==> config.mk <==
export PLATFORM = sky130hd
export DESIGN_NAME = conv_norm_div_flat
export DESIGN_NICKNAME = d
export VERILOG_FILES = /design/src/rtl/conv_norm_div_if.sv /design/src/rtl/conv_norm_div.sv /design/src/flat_wrapper.sv
export SDC_FILE = /design/constraint.sdc
export NUM_CORES = 1
export LEC_CHECK = 0
export CAP_MARGIN = 20
export CORE_MARGIN = 2
export CORE_UTILIZATION = 42
export CTS_CLUSTER_DIAMETER = 120
export DETAILED_ROUTE_END_ITERATION = 6
export PLACE_DENSITY_LB_ADDON = 0.08
export SYNTH_ARGS = -nofsm -noshare
export SYNTH_HDL_FRONTEND = slang
export SYNTH_SLANG_ARGS = --single-unit
==> constraint.sdc <==
create_clock -name clk -period 2.21 [get_ports clk]
set_clock_uncertainty 0.1 [all_clocks]
set_input_delay 0.442 -clock clk [delete_from_list [all_inputs] [get_ports clk]]
set_output_delay 0.442 -clock clk [all_outputs]
set_load 0.01 [all_outputs]
==> src/rtl/conv_norm_div_if.sv <==
// rtl/conv_norm_div_if.sv - input/result handshake bundle for the normalisation divider
interface conv_norm_div_if #(
  parameter int NW = 16,
  parameter int DW = 8,
  parameter int OW = 8,
  parameter int TW = 2
);
  logic          in_valid;
  logic          in_ready;
  logic [NW-1:0] num;
  logic [DW-1:0] den;
  logic [TW-1:0] in_tag;
  logic          out_valid;
  logic          out_ready;
  logic [OW-1:0] out_pix;
  logic [TW-1:0] out_tag;
  logic          sat;
  logic          div_zero;

  modport master (
    output in_valid, num, den, in_tag, out_ready,
    input  in_ready, out_valid, out_pix, out_tag, sat, div_zero
  );

  modport slave (
    input  in_valid, num, den, in_tag, out_ready,
    output in_ready, out_valid, out_pix, out_tag, sat, div_zero
  );
endinterface

==> src/rtl/conv_norm_div.sv <==
// rtl/conv_norm_div.sv - rounded, saturating restoring divider producing one filtered pixel
module conv_norm_div #(
  parameter int NW = 16,
  parameter int DW = 8,
  parameter int OW = 8,
  parameter int TW = 2
) (
  input logic            clk,
  input logic            rst_n,
  conv_norm_div_if.slave bus
);
  localparam int CW = $clog2(NW + 2);

  typedef enum logic [1:0] {IDLE, CALC, DONE} state_t;

  state_t        state_q, state_d;
  logic [NW:0]   dividend_q, dividend_d;
  logic [DW-1:0] den_q, den_d;
  logic [DW:0]   rem_q, rem_d;
  logic [NW:0]   quo_q, quo_d;
  logic [CW-1:0] cnt_q, cnt_d;
  logic [TW-1:0] tag_q, tag_d;
  logic [OW-1:0] pix_q, pix_d;
  logic [TW-1:0] out_tag_q, out_tag_d;
  logic          sat_q, sat_d;
  logic          dz_q, dz_d;

  logic [DW:0]   rem_shift;
  logic [DW:0]   rem_sub;
  logic          take;
  logic [NW:0]   quo_next;

  always_ff @(posedge clk) begin
    if (!rst_n) begin
      state_q    <= IDLE;
      dividend_q <= '0;
      den_q      <= '0;
      rem_q      <= '0;
      quo_q      <= '0;
      cnt_q      <= '0;
      tag_q      <= '0;
      pix_q      <= '0;
      out_tag_q  <= '0;
      sat_q      <= 1'b0;
      dz_q       <= 1'b0;
    end else begin
      state_q    <= state_d;
      dividend_q <= dividend_d;
      den_q      <= den_d;
      rem_q      <= rem_d;
      quo_q      <= quo_d;
      cnt_q      <= cnt_d;
      tag_q      <= tag_d;
      pix_q      <= pix_d;
      out_tag_q  <= out_tag_d;
      sat_q      <= sat_d;
      dz_q       <= dz_d;
    end
  end

  always_comb begin
    state_d    = state_q;
    dividend_d = dividend_q;
    den_d      = den_q;
    rem_d      = rem_q;
    quo_d      = quo_q;
    cnt_d      = cnt_q;
    tag_d      = tag_q;
    pix_d      = pix_q;
    out_tag_d  = out_tag_q;
    sat_d      = sat_q;
    dz_d       = dz_q;

    // Remainder stays below den, so its top bit is always free for the incoming dividend bit.
    rem_shift = {rem_q[DW-1:0], dividend_q[NW]};
    rem_sub   = rem_shift - {1'b0, den_q};
    take      = (rem_shift >= {1'b0, den_q});
    quo_next  = {quo_q[NW-1:0], take};

    case (state_q)
      IDLE: begin
        if (bus.in_valid) begin
          // Adding den/2 before dividing turns truncation into round-half-up.
          dividend_d = {1'b0, bus.num} + {{(NW + 1 - DW){1'b0}}, bus.den >> 1};
          den_d      = bus.den;
          tag_d      = bus.in_tag;
          rem_d      = '0;
          quo_d      = '0;
          if (bus.den != '0) begin
            cnt_d   = CW'(NW + 1);
            state_d = CALC;
          end else begin
            pix_d     = '0;
            sat_d     = 1'b0;
            dz_d      = 1'b1;
            out_tag_d = bus.in_tag;
            state_d   = DONE;
          end
        end
      end
      CALC: begin
        rem_d      = take ? rem_sub : rem_shift;
        dividend_d = {dividend_q[NW-1:0], 1'b0};
        quo_d      = quo_next;
        cnt_d      = cnt_q - CW'(1);
        if (cnt_q == CW'(1)) begin
          state_d   = DONE;
          out_tag_d = tag_q;
          dz_d      = 1'b0;
          if (|quo_next[NW:OW]) begin
            pix_d = '1;
            sat_d = 1'b1;
          end else begin
            pix_d = quo_next[OW-1:0];
            sat_d = 1'b0;
          end
        end
      end
      DONE: begin
        if (bus.out_ready) begin
          state_d = IDLE;
        end
      end
      default: state_d = IDLE;
    endcase
  end

  assign bus.in_ready  = (state_q == IDLE);
  assign bus.out_valid = (state_q == DONE);
  assign bus.out_pix   = pix_q;
  assign bus.out_tag   = out_tag_q;
  assign bus.sat       = sat_q;
  assign bus.div_zero  = dz_q;
endmodule

==> src/flat_wrapper.sv <==
// flat-port wrapper written by rule: the top's interface ports become plain ports
module conv_norm_div_flat 
#(
  parameter int NW = 16,
  parameter int DW = 8,
  parameter int OW = 8,
  parameter int TW = 2
)
  (clk, rst_n, bus_in_valid, bus_num, bus_den, bus_in_tag, bus_out_ready, bus_in_ready, bus_out_valid, bus_out_pix, bus_out_tag, bus_sat, bus_div_zero);
  conv_norm_div_if #(.NW(NW), .DW(DW), .OW(OW), .TW(TW)) bus_i ();
  input logic clk;
  input logic rst_n;
  input wire logic [$bits(bus_i.in_valid)-1:0] bus_in_valid;
  input wire logic [$bits(bus_i.num)-1:0] bus_num;
  input wire logic [$bits(bus_i.den)-1:0] bus_den;
  input wire logic [$bits(bus_i.in_tag)-1:0] bus_in_tag;
  input wire logic [$bits(bus_i.out_ready)-1:0] bus_out_ready;
  output wire logic [$bits(bus_i.in_ready)-1:0] bus_in_ready;
  output wire logic [$bits(bus_i.out_valid)-1:0] bus_out_valid;
  output wire logic [$bits(bus_i.out_pix)-1:0] bus_out_pix;
  output wire logic [$bits(bus_i.out_tag)-1:0] bus_out_tag;
  output wire logic [$bits(bus_i.sat)-1:0] bus_sat;
  output wire logic [$bits(bus_i.div_zero)-1:0] bus_div_zero;
  assign bus_i.in_valid = bus_in_valid;
  assign bus_i.num = bus_num;
  assign bus_i.den = bus_den;
  assign bus_i.in_tag = bus_in_tag;
  assign bus_i.out_ready = bus_out_ready;
  assign bus_in_ready = bus_i.in_ready;
  assign bus_out_valid = bus_i.out_valid;
  assign bus_out_pix = bus_i.out_pix;
  assign bus_out_tag = bus_i.out_tag;
  assign bus_sat = bus_i.sat;
  assign bus_div_zero = bus_i.div_zero;
  conv_norm_div #(.NW(NW), .DW(DW), .OW(OW), .TW(TW)) u_core (.clk(clk), .rst_n(rst_n), .bus(bus_i));
endmodule
Word-level counts from Yosys, hierarchy flattened
Index checks and enable logic that the tools add are counted.
{"block": "word_totals", "reg_bits": 70, "elab_cells": 65, "in_bits": 30, "out_inout_bits": 14}
{"block": "op_classes", "reduce_logical": 9, "add_sub_neg": 3, "n_mux": 33, "magnitude_cmp": 1, "eq_ne": 8}
{"cell": "2-to-1 mux 8 bit", "n": 6}
{"cell": "one-hot mux 17 bit (2 select lines)", "n": 1}
{"cell": "one-hot mux 16 bit (2 select lines)", "n": 1}
{"cell": "one-hot mux 8 bit (2 select lines)", "n": 2}
{"cell": "adder 16 x 7 -> 17 bit", "n": 1}
{"cell": "2-to-1 mux 17 bit", "n": 1}
{"cell": "2-to-1 mux 16 bit", "n": 1}
{"cell": "2-to-1 mux 2 bit", "n": 7}
{"cell": "2-to-1 mux 5 bit", "n": 2}
{"cell": "one-hot mux 5 bit (2 select lines)", "n": 1}
{"cell": "greater-or-equal comparator 9 x 8 -> 1 bit", "n": 1}
{"cell": "OR reduction 9 bit", "n": 1}
{"cell": "nonzero test 8 bit", "n": 1}
{"cell": "subtractor 8 bit", "n": 1}
{"cell": "2-to-1 mux 1 bit", "n": 7}
{"cell": "!= test 2 bit (second input constant)", "n": 3}
{"cell": "one-hot mux 2 bit (3 select lines)", "n": 1}
{"cell": "AND reduction 3 bit", "n": 2}
{"cell": "equality test 5 x 1 -> 1 bit (second input constant)", "n": 1}
{"cell": "subtractor 5 x 1 -> 5 bit (second input constant)", "n": 1}
{"cell": "!= test 2 x 1 -> 1 bit (second input constant)", "n": 2}
{"cell": "one-hot mux 1 bit (2 select lines)", "n": 2}
{"cell": "one-hot mux 2 bit (2 select lines)", "n": 1}
{"cell": "AND reduction 2 bit", "n": 2}
{"cell": "5 further kinds", "n": 5}

Logic depth before layout (Yosys ltp)
{"block": "depth", "ltp_word": 4, "mapped_depth": 8, "ltp_nobuf": 8}

Least setup slack after synthesis
OpenSTA, ideal clock, no wires.
{"block": "synth_timing", "kind": "input -> register", "start": "input port bus_den[1]", "end": "register u_core.dividend_q[14]", "path_buffers": 0, "setup_ns": 0.140, "t_arrival_ns": 1.860, "stages": 7, "required_time_ns": 1.970, "path_slack_ns": 0.110, "path_cell_list": "ha_1 fa_1 a21oi_1 o211ai_1 and2_1 mux2_2 o221ai_1"}
{"block": "synth_between", "elab_chain_len": 3}
{"element": "from (decl)", "line": "flat_wrapper.sv:15", "text": "input wire logic [$bits(bus_i.den)-1:0] bus_den;"}
{"element": "adder 16 x 7 -> 17 bit", "line": "conv_norm_div.sv:84", "text": "dividend_d = {1'b0, bus.num} + {{(NW + 1 - DW){1'b0}}, bus.den >> 1};"}
{"element": "2-to-1 mux 17 bit", "line": "conv_norm_div.sv:82", "text": "if (bus.in_valid) begin"}
{"element": "one-hot mux 17 bit (2 select lines)", "line": "conv_norm_div.sv:80", "text": "case (state_q)"}
{"element": "to (signal assigned)", "line": "conv_norm_div.sv:48", "text": "dividend_q <= dividend_d;"}
{"element": "to (decl)", "line": "conv_norm_div.sv:17", "text": "logic [NW:0] dividend_q, dividend_d;"}
No other way between the ends. The select of a mux whose other input is x is not followed.
A chain may end at the register's enable or synchronous reset.

Worst setup path after layout
{"block": "layout_timing", "start": "input port bus_den[4]", "end": "register u_core.dividend_q[15]"}
Same word-level chain as after synthesis.

==> out/metrics.cfg <==
[critical_path]
crit_slowest_cell=clkdlybuf4s50_1
worst_r2r_path_depth=8
critPathArrivalTime_ns=2.35
crit_chain=clkdlybuf4s50_1 > ha_4 > nand2_1 > o22ai_2 > o21ai_2 > buf_4 > or4_1 > nand3_1
r2r-end=u_core.rem_q[6]
cp-end-kind=register
required_ns=2.40
startpoint=bus_den[4]
r2r_start=u_core.dividend_q[16]
critPathMaxFanout=6
crit_type=input port to register
cpPeakStageDelay_ns=0.50
start_kind=input port
reg2reg_slack_ns=0.13

[yosys]
yosysWarnings=0
syn-cell-area_mm2=0.00380
avgSynthCellArea_um2=8.44
seq_area_frac_synth_pct=36.9
synth_edf_count=0
synth_ff_type=dfxtp_1
async_flop_share_pct=0
netlist-cell-type-count=65
synthCells=450
ys_ff_latch=70
syn-num-nets=499

[global_routing]
grt-ovfl-total=0
grt_first_pass_wirelength_um=16000
grt_max_degree=31
grt_use_total_pct=19.9
antenna_found_initial=0
grt_pass1_vias=3407

[finish]
multi_input_area_mm2=0.00226
n_antenna_cell=0
final_cell_mix=dfxtp_1 (69), buf_4 (60), nand2_1 (50)
fin_util_pct=57.3
final_nets=589
fillCellCount=809
area_growth_pct=32.2
final_common_cell=dfxtp_1
stdcell_area_mm2=0.00502
layout-drive-gt1-share_pct=20.6
regArea_mm2=0.00140

[detailed_routing]
vias=3606
drt-total-wl_um=9470
via_per_inst=5.52
detail_route.wl_per_cell_um=14.5
ant_nets=0
drc=0
firstDrtPassIters=4
drtIter0Drc=179

[timing]
slew_headroom_pct=67.0
tightest_slew_ns=0.493
finalSetupViolCount=0
finalMaxSlewViolations=0
min_period_ns=2.16
hold_viol_final=0
max_freq_mhz=463
fin_crit_sh_pct=97.8

[pwr]
vdd_drop_max_mv=0.365
p_leak_nw=1.94
p_per_area_mw_per_mm2=799

[clocking]
htree_levels=3
clk_path_buf_depth=2
hold_buffers=0
cts.clk_slew.worst_paths_ns=0.08
cts_tree=built
clock-sinks=70
numCtsBuffers=9
cts_root_buf=clkbuf_8
clock_latency_ns=0.34

[floorplan]
rows=34
die_h_um=99.1
initial_utilization_pct=43.3
ioPinCount=44
dieArea_mm2=0.00981
die_w_um=99.1
core_area_mm2=0.00876

[run]
drv_cap=0

[hold_path]
holdPathStages=2
min_to=u_core.den_q[3]
hold_start=u_core.den_q[3]
hp-class=register to register

[placed_design]
io_buffers=43
dpl.hpwl_um=6960
gp_congestion=0.855
placed_area_mm2=0.00471

[outcome]
outcome=complete, no violations

## critical path: cells and delay by family
family	cells	cell delay, ns
AO/OA/AOI/OAI	2	0.29
adder cells (fa/ha/maj)	1	0.32
buffers and inverters	2	0.66
AND/OR/NAND/NOR	3	0.64
## how the worst max path moves through the flow
stage | endpoint | slack [ns] | cells after the start
2_1_floorplan | u_core.dividend_q[14] | 0.11 | 7
3_3_place_gp | u_core.dividend_q[14] | -0.41 | 8
3_5_place_dp | u_core.dividend_q[6] | -0.47 | 8
4_1_cts | u_core.dividend_q[11] | 0.01 | 8
5_1_grt | u_core.dividend_q[14] | -0.03 | 8
6_report | u_core.dividend_q[15] | 0.05 | 8
## stage by stage
step	total power, W	hold WS (ns)	TNS [ns]	instances	setup slack [ns]
5_1_grt	0.00428	0.378	-0.0535	653	-0.0281
2_1_floorplan	0.00233	0.336	0	450	0.110
4_1_cts	0.00403	0.359	0	652	0.0110
3_5_place_dp	0.00282	0.348	-8.57	636	-0.467
6_report	0.00401	0.357	0	653	0.0486
3_3_place_gp	0.00279	0.343	-7.69	636	-0.413
## state kept, by name, summed over array words and instances (netlist names)
| name | flops |
|---|---|
| u_core.quo_q | 16 |
| u_core.den_q | 8 |
| u_core.state_q | 2 |
| u_core.bus.div_zero | 1 |
| u_core.dividend_q | 17 |
| u_core.bus.sat | 1 |
| u_core.tag_q | 2 |
| u_core.rem_q | 8 |
| u_core.cnt_q | 5 |
| u_core.bus.out_tag | 2 |
| u_core.bus.out_pix | 8 |
## cell usage after synthesis, types with 8 or more instances
cell type | number | area [um2]
ha_1 | 17 | 213
nand3_1 | 10 | 50.1
o22ai_1 | 8 | 50.1
o211ai_1 | 10 | 75.1
inv_1 | 23 | 86.3
a21oi_1 | 34 | 170
nand2_1 | 50 | 188
nor2_1 | 49 | 184
o21ai_0 | 15 | 75.1
clkbuf_1 | 13 | 48.8
a22oi_1 | 26 | 195
dfxtp_1 | 70 | 1400
## kinds of logic (layout without fill, tap and decap cells)
group,after synthesis,count (layout),synth area share [%]
mux,2,2,0.560
simple gates,155,155,19.8
fa+ha+maj,19,19,6.66
compound gates,144,144,27.9
buf+inv,48,143,5.40
flops,70,70,36.9
xor+xnor,12,12,2.77
## where the power goes
group	leakage (nW)	switching [W]	total (W)	internal (W)
Sequential	0.572	0.0000805	0.00146	0.00138
Combinational	1.25	0.000735	0.00136	0.000622
Clock	0.115	0.000540	0.00119	0.000652
Total	1.94	0.00136	0.00401	0.00265
## repair_timing
item | CTS | global route
pin swaps | 1 | 8
setup buffers | 0 | 1
endpoints found under the setup margin | 9 | 14
resized for setup | 5 | 14
## layout make-up
type	instances	area share (%)
Inverter	23	1.72
Timing Repair Buffer	104	18.1
Tap cell	108	2.69
Clock inverter	7	2.07
Clock buffer	9	2.47
Multi-Input combinational cell	332	45.0
Sequential cell	70	27.9
## per-layer routing
metal | share of wire (%) | GRT usage [%]
met2 | 45 | 31.4
met1 | 51 | 27.7
met3 | 3.3 | 4.18
met4 | 1.1 | 5.16
met5 | 0 | 0
Note: power is estimated with default switching activity, not from simulation.
